<file path="src/rtl/pll_mon_pkg.sv">
// Shared constants for the PLL lock monitor: state encoding, LED polarity
// and the loss counter ceiling.
package pll_mon_pkg;

  typedef enum logic [1:0] {
    ST_WAIT_LOCK = 2'd0,
    ST_QUALIFY   = 2'd1,
    ST_HOLD      = 2'd2,
    ST_RUN       = 2'd3
  } pll_state_e;

  localparam logic       LED_ON   = 1'b0;
  localparam logic       LED_OFF  = 1'b1;
  localparam logic [7:0] LOSS_MAX = 8'd255;

  // Saturating increment used by the lock-loss counter.
  function automatic logic [7:0] sat_inc8(input logic [7:0] value);
    logic [7:0] result;
    if (value == LOSS_MAX) begin
      result = value;
    end else begin
      result = value + 8'd1;
    end
    return result;
  endfunction

endpackage

</file>
<file path="src/rtl/sync2.sv">
// Two-flop synchronizer for a single asynchronous bit.
// It clears synchronously on rst.
module sync2 (
  input  logic clk,
  input  logic rst,
  input  logic d,
  output logic q
);

  logic meta_r;
  logic sync_r;

  // Capture stage followed by resolve stage.
  always_ff @(posedge clk) begin
    if (rst) begin
      meta_r <= 1'b0;
      sync_r <= 1'b0;
    end else begin
      meta_r <= d;
      sync_r <= meta_r;
    end
  end

  assign q = sync_r;

endmodule

</file>
<file path="src/rtl/pll_lock_monitor.sv">
// Qualifies the PLL lock flag, holds downstream logic in reset until lock has
// been stable long enough, and counts lock losses while the system is running.
module pll_lock_monitor
  import pll_mon_pkg::*;
#(
  parameter int STABLE_CYCLES = 48000,
  parameter int HOLD_CYCLES   = 16,
  parameter int CNT_W         = 16
) (
  input  logic       clk48,
  input  logic       rst,
  input  logic       locked,
  output logic       rst_out,
  output logic       ready,
  output logic [7:0] loss_count,
  output logic       rgb_led0_r,
  output logic       rgb_led0_g,
  output logic       rgb_led0_b
);

  localparam logic [CNT_W-1:0] STABLE_TERM = CNT_W'(STABLE_CYCLES - 1);
  localparam logic [CNT_W-1:0] HOLD_TERM   = CNT_W'(HOLD_CYCLES - 1);
  localparam logic [CNT_W-1:0] CNT_ZERO    = {CNT_W{1'b0}};
  localparam logic [CNT_W-1:0] CNT_ONE     = CNT_W'(1);

  logic             locked_s;
  pll_state_e       state_r;
  pll_state_e       state_nxt_s;
  logic [CNT_W-1:0] cnt_r;
  logic [CNT_W-1:0] cnt_nxt_s;
  logic [7:0]       loss_r;
  logic [7:0]       loss_nxt_s;
  logic             rst_out_r;
  logic             ready_r;
  logic             led_r_r;
  logic             led_g_r;
  logic             led_b_r;

  sync2 u_sync2 (
    .clk (clk48),
    .rst (rst),
    .d   (locked),
    .q   (locked_s)
  );

  // Next-state logic; a loss always beats a terminal count.
  always_comb begin
    state_nxt_s = state_r;
    cnt_nxt_s   = cnt_r;
    loss_nxt_s  = loss_r;
    case (state_r)
      ST_WAIT_LOCK: begin
        cnt_nxt_s = CNT_ZERO;
        if (locked_s) begin
          state_nxt_s = ST_QUALIFY;
        end else begin
          state_nxt_s = ST_WAIT_LOCK;
        end
      end
      ST_QUALIFY: begin
        if (!locked_s) begin
          state_nxt_s = ST_WAIT_LOCK;
          cnt_nxt_s   = CNT_ZERO;
        end else if (cnt_r == STABLE_TERM) begin
          state_nxt_s = ST_HOLD;
          cnt_nxt_s   = CNT_ZERO;
        end else begin
          cnt_nxt_s   = cnt_r + CNT_ONE;
        end
      end
      ST_HOLD: begin
        if (!locked_s) begin
          state_nxt_s = ST_WAIT_LOCK;
          cnt_nxt_s   = CNT_ZERO;
        end else if (cnt_r == HOLD_TERM) begin
          state_nxt_s = ST_RUN;
          cnt_nxt_s   = CNT_ZERO;
        end else begin
          cnt_nxt_s   = cnt_r + CNT_ONE;
        end
      end
      ST_RUN: begin
        cnt_nxt_s = CNT_ZERO;
        if (!locked_s) begin
          state_nxt_s = ST_WAIT_LOCK;
          loss_nxt_s  = sat_inc8(loss_r);
        end else begin
          state_nxt_s = ST_RUN;
        end
      end
      default: begin
        state_nxt_s = ST_WAIT_LOCK;
        cnt_nxt_s   = CNT_ZERO;
      end
    endcase
  end

  // State, counter and status flops; outputs are registered copies of the
  // decoded next state so they switch on the same edge as the state, glitch-free.
  always_ff @(posedge clk48) begin
    if (rst) begin
      state_r   <= ST_WAIT_LOCK;
      cnt_r     <= CNT_ZERO;
      loss_r    <= 8'd0;
      rst_out_r <= 1'b1;
      ready_r   <= 1'b0;
      led_r_r   <= LED_OFF;
      led_g_r   <= LED_OFF;
      led_b_r   <= LED_OFF;
    end else begin
      state_r   <= state_nxt_s;
      cnt_r     <= cnt_nxt_s;
      loss_r    <= loss_nxt_s;
      rst_out_r <= (state_nxt_s != ST_RUN);
      ready_r   <= (state_nxt_s == ST_RUN);
      led_r_r   <= (loss_nxt_s != 8'd0) ? LED_ON : LED_OFF;
      led_g_r   <= (state_nxt_s == ST_RUN) ? LED_ON : LED_OFF;
      led_b_r   <= ((state_nxt_s == ST_QUALIFY) || (state_nxt_s == ST_HOLD)) ? LED_ON : LED_OFF;
    end
  end

  assign rst_out    = rst_out_r;
  assign ready      = ready_r;
  assign loss_count = loss_r;
  assign rgb_led0_r = led_r_r;
  assign rgb_led0_g = led_g_r;
  assign rgb_led0_b = led_b_r;

endmodule

</file>
<file path="config.mk">
export PLATFORM = sky130hd
export DESIGN_NAME = pll_lock_monitor
export DESIGN_NICKNAME = d
export VERILOG_FILES = /design/src/rtl/pll_mon_pkg.sv /design/src/rtl/sync2.sv /design/src/rtl/pll_lock_monitor.sv
export SDC_FILE = /design/constraint.sdc
export NUM_CORES = 1
export LEC_CHECK = 0
export CORE_UTILIZATION = 30
export CTS_CLUSTER_DIAMETER = 100
export DETAILED_ROUTE_END_ITERATION = 12
export PLACE_DENSITY_LB_ADDON = 0.05
export SKIP_LAST_GASP = 1
export SLEW_MARGIN = 10
export SYNTH_ARGS = -nofsm -noshare
export SYNTH_HDL_FRONTEND = slang
export SYNTH_SLANG_ARGS = --single-unit
</file>
<file path="constraint.sdc">
create_clock -name clk48 -period 5.1 [get_ports clk48]
set_clock_uncertainty 0.1 [all_clocks]
set_input_delay 1.275 -clock clk48 [delete_from_list [all_inputs] [get_ports clk48]]
set_output_delay 1.275 -clock clk48 [all_outputs]
set_load 0.005 [all_outputs]
</file>
==> run metrics <==
Clock Path Buffers=2; Tcrit/Tclk final=52.5%; hpwl dp=2.18 mm; first-pass GRT wire length=5.08 mm; Starting Density=31.2%; distinct cell type count after synthesis=36; Seq/Total Area, Yosys=43.4%; largest family of logic cells by synthesized area=simple AND/OR/NAND/NOR gates; RSZ-0062 raised after global routing=no; largest net degree at the start of global routing=16; Final Net Count=192; most frequent cell after synthesis=dfxtp_1; fraction of layout cells with a size suffix above 1=7.57%; Worst Path Required=3.72 ns; vias in the first global route=1,096; DRT iter0 DRCs=58; overall power=0.467 mW; PostCTS Resize Cnt=0; Slew Limit Fails=0; Worst Path Class, Setup=reg -> out; initial antenna violation count=0; Detail Route Antenna Nets=0; Routed WL per cell=11.6 µm; Total Wirelength=2.93 mm; gp weighted congestion=0.732; top-area cell type share of the netlist area=43.4%; final core occ=37.8%; synth top area cells=dfxtp_1, nor2_1, xnor2_1, nand3_1, ha_1; Startpoint Class=register; Final TNS setup=0 ns; DRC errors left=0; fin area=1790 µm²; Max Freq=373 MHz; vias per cell=4.60; reg2reg start=cnt_r[0]; Post CTS Setup Buffer Count=0; CP Max Fanout=9; Die Area=5200 µm²; Slowest-stage cell, CP=clkdlybuf4s50_1; # clock sinks=32; CP arrival=1.30 ns; xor and xnor area share after synthesis=10.1%; Cell Area, Synth=1480 µm²; Cell Area, Placed=1690 µm²; count of final setup violators=0; io pins=16; Antenna Cells=0; TritonCTS Buffers=5; Avg Cell Area, Syn=8.89 µm²; fraction of registers with async set/reset=0%; vias=1,159; Largest stage delay, worst path=0.55 ns; Synth Area in Adders=3.39%; Hold Crit Class=reg -> reg; synthesis-to-finish area growth=21.1%; ys flop type=dfxtp_1; Fin. Hold Viols=0; Row Count=25; Leakage=0.657 nW; Synth Area in Compound Gates=10.8%; worst r2r path cells=7; net count after synthesis=173; R2R setup slack=2.99 ns; Hold Buf Count CTS=0; PD cells=261 nW/µm²; Hold Startpoint=u_sync2.meta_r; clock latency on the worst-skew pair=0.28 ns; hold path endpoint=u_sync2.q; status=finished, final reports clean; post-synthesis mux area share=1.36%; CTS tree=yes; CTS H-tree depth=2; # fillers=483; Mapped Cells=166; number of synthesized flops with an enable pin=0; largest vdd supply drop=0.105 mV; count of input and output buffers=15; Core Box Area=4720 µm²; CP cell instances=clkdlybuf4s50_1; sum of buffers and inverters on the critical path=1; GRT Util Overall=12.8%; Min Clock Period, post-route=2.68 ns; Worst-path clk slew=0.07 ns; CP delay by family, top=buffers and inverters; #FFs+latches synth=32; post-synthesis simple-gate area fraction=27.7%; Die H=72.1 µm; worst r2r dst=rgb_led0_b; grt total ovfl=0; crit path capture type=primary output; die width=72.1 µm; max_cap viols=0; TritonRoute pass-1 iters=4; Root Driver=clkbuf_8; cell depth of the worst hold path=1; Max transition margin=66.6%; Synth Warn #=0; Slew @ Worst Pin=0.502 ns; Commonest cells post-synth=dfxtp_1, nor2_1, xnor2_1; cell taking the most area after synthesis=dfxtp_1
-- logic make-up (layout without fill, tap and decap cells) --
kind of cell             after synthesis  count (layout)
buffers and inverters                 11              30
AND/OR/NAND/NOR                       80              80
XOR/XNOR                              17              17
AO/OA/AOI/OAI                         20              20
flip-flops                            32              32
multiplexers                           2               2
adder cells (fa/ha/maj)                4               4
-- sequential cells by signal, indices dropped and copies added (netlist names) --
register / count
cnt_r: 16
loss_count: 8
state_r: 2
ready: 1
rgb_led0_b: 1
rgb_led0_r: 1
rst_out: 1
u_sync2.meta_r: 1
u_sync2.q: 1
-- layer usage --
layer	up-vias	part of all wire, %	GRT usage (%)	wire (µm)
li1	611	-	-	-
met1	534	51	17.1	1500
met2	12	45	19.1	1310
met3	2	3.3	4.17	97
met4	0	0.99	5.23	29
met5	-	0	0	0
-- report_power, final --
group	total (mW)	internal (mW)	leakage (nW)	switching, mW
clock	0.208	0.120	0.0503	0.0881
combinational	0.00682	0.00315	0.348	0.00366
sequential	0.252	0.251	0.258	0.000700
-- final cells by class --
| cell class | instances | area, µm² | share of cell area [%] |
|---|---|---|---|
| Multi-Input combinational cell | 123 | 786 | 44.0 |
| Timing Repair Buffer | 15 | 150 | 8.40 |
| Inverter | 8 | 30.0 | 1.68 |
| Clock buffer | 7 | 96.3 | 5.39 |
| Tap cell | 67 | 83.8 | 4.69 |
| Sequential cell | 32 | 641 | 35.9 |
-- per-stage QoR --
step	cells	setup WS, ns	hold WS (ns)
floorplan	166	3.11	0.314
global placement	245	2.39	0.328
detailed placement	245	2.35	0.331
CTS	252	2.41	0.338
global route	252	2.36	0.366
finish	252	2.42	0.341
-- worst max path at each step --
stage	startpoint	slack, ns	end	cells after the start
detailed placement	rst	2.35	cnt_r[12]	3
floorplan	rst	3.11	cnt_r[11]	3
CTS	loss_count[3]	2.41	loss_count[3]	1
global route	loss_count[3]	2.36	loss_count[3]	1
finish	loss_count[3]	2.42	loss_count[3]	1
global placement	rst	2.39	cnt_r[4]	3
-- cell usage in the layout (no fill, tap or decap), types with 2 or more instances in the layout --
cell             count
dfxtp_1             32
xor2_1               5
nand4_1              3
nand2_1             11
nand3_1             11
nor2b_1              3
and2_1               3
xnor2_1             12
a21oi_1              3
ha_1                 4
clkbuf_8             7
nor2_1              29
inv_1                8
o211a_1              3
nor3_1               9
a31oi_1              2
a211oi_1             2
mux2i_1              2
clkdlybuf4s50_1     15
and3_1               3
o21ai_0              3
(Power assumes the default switching activity.)
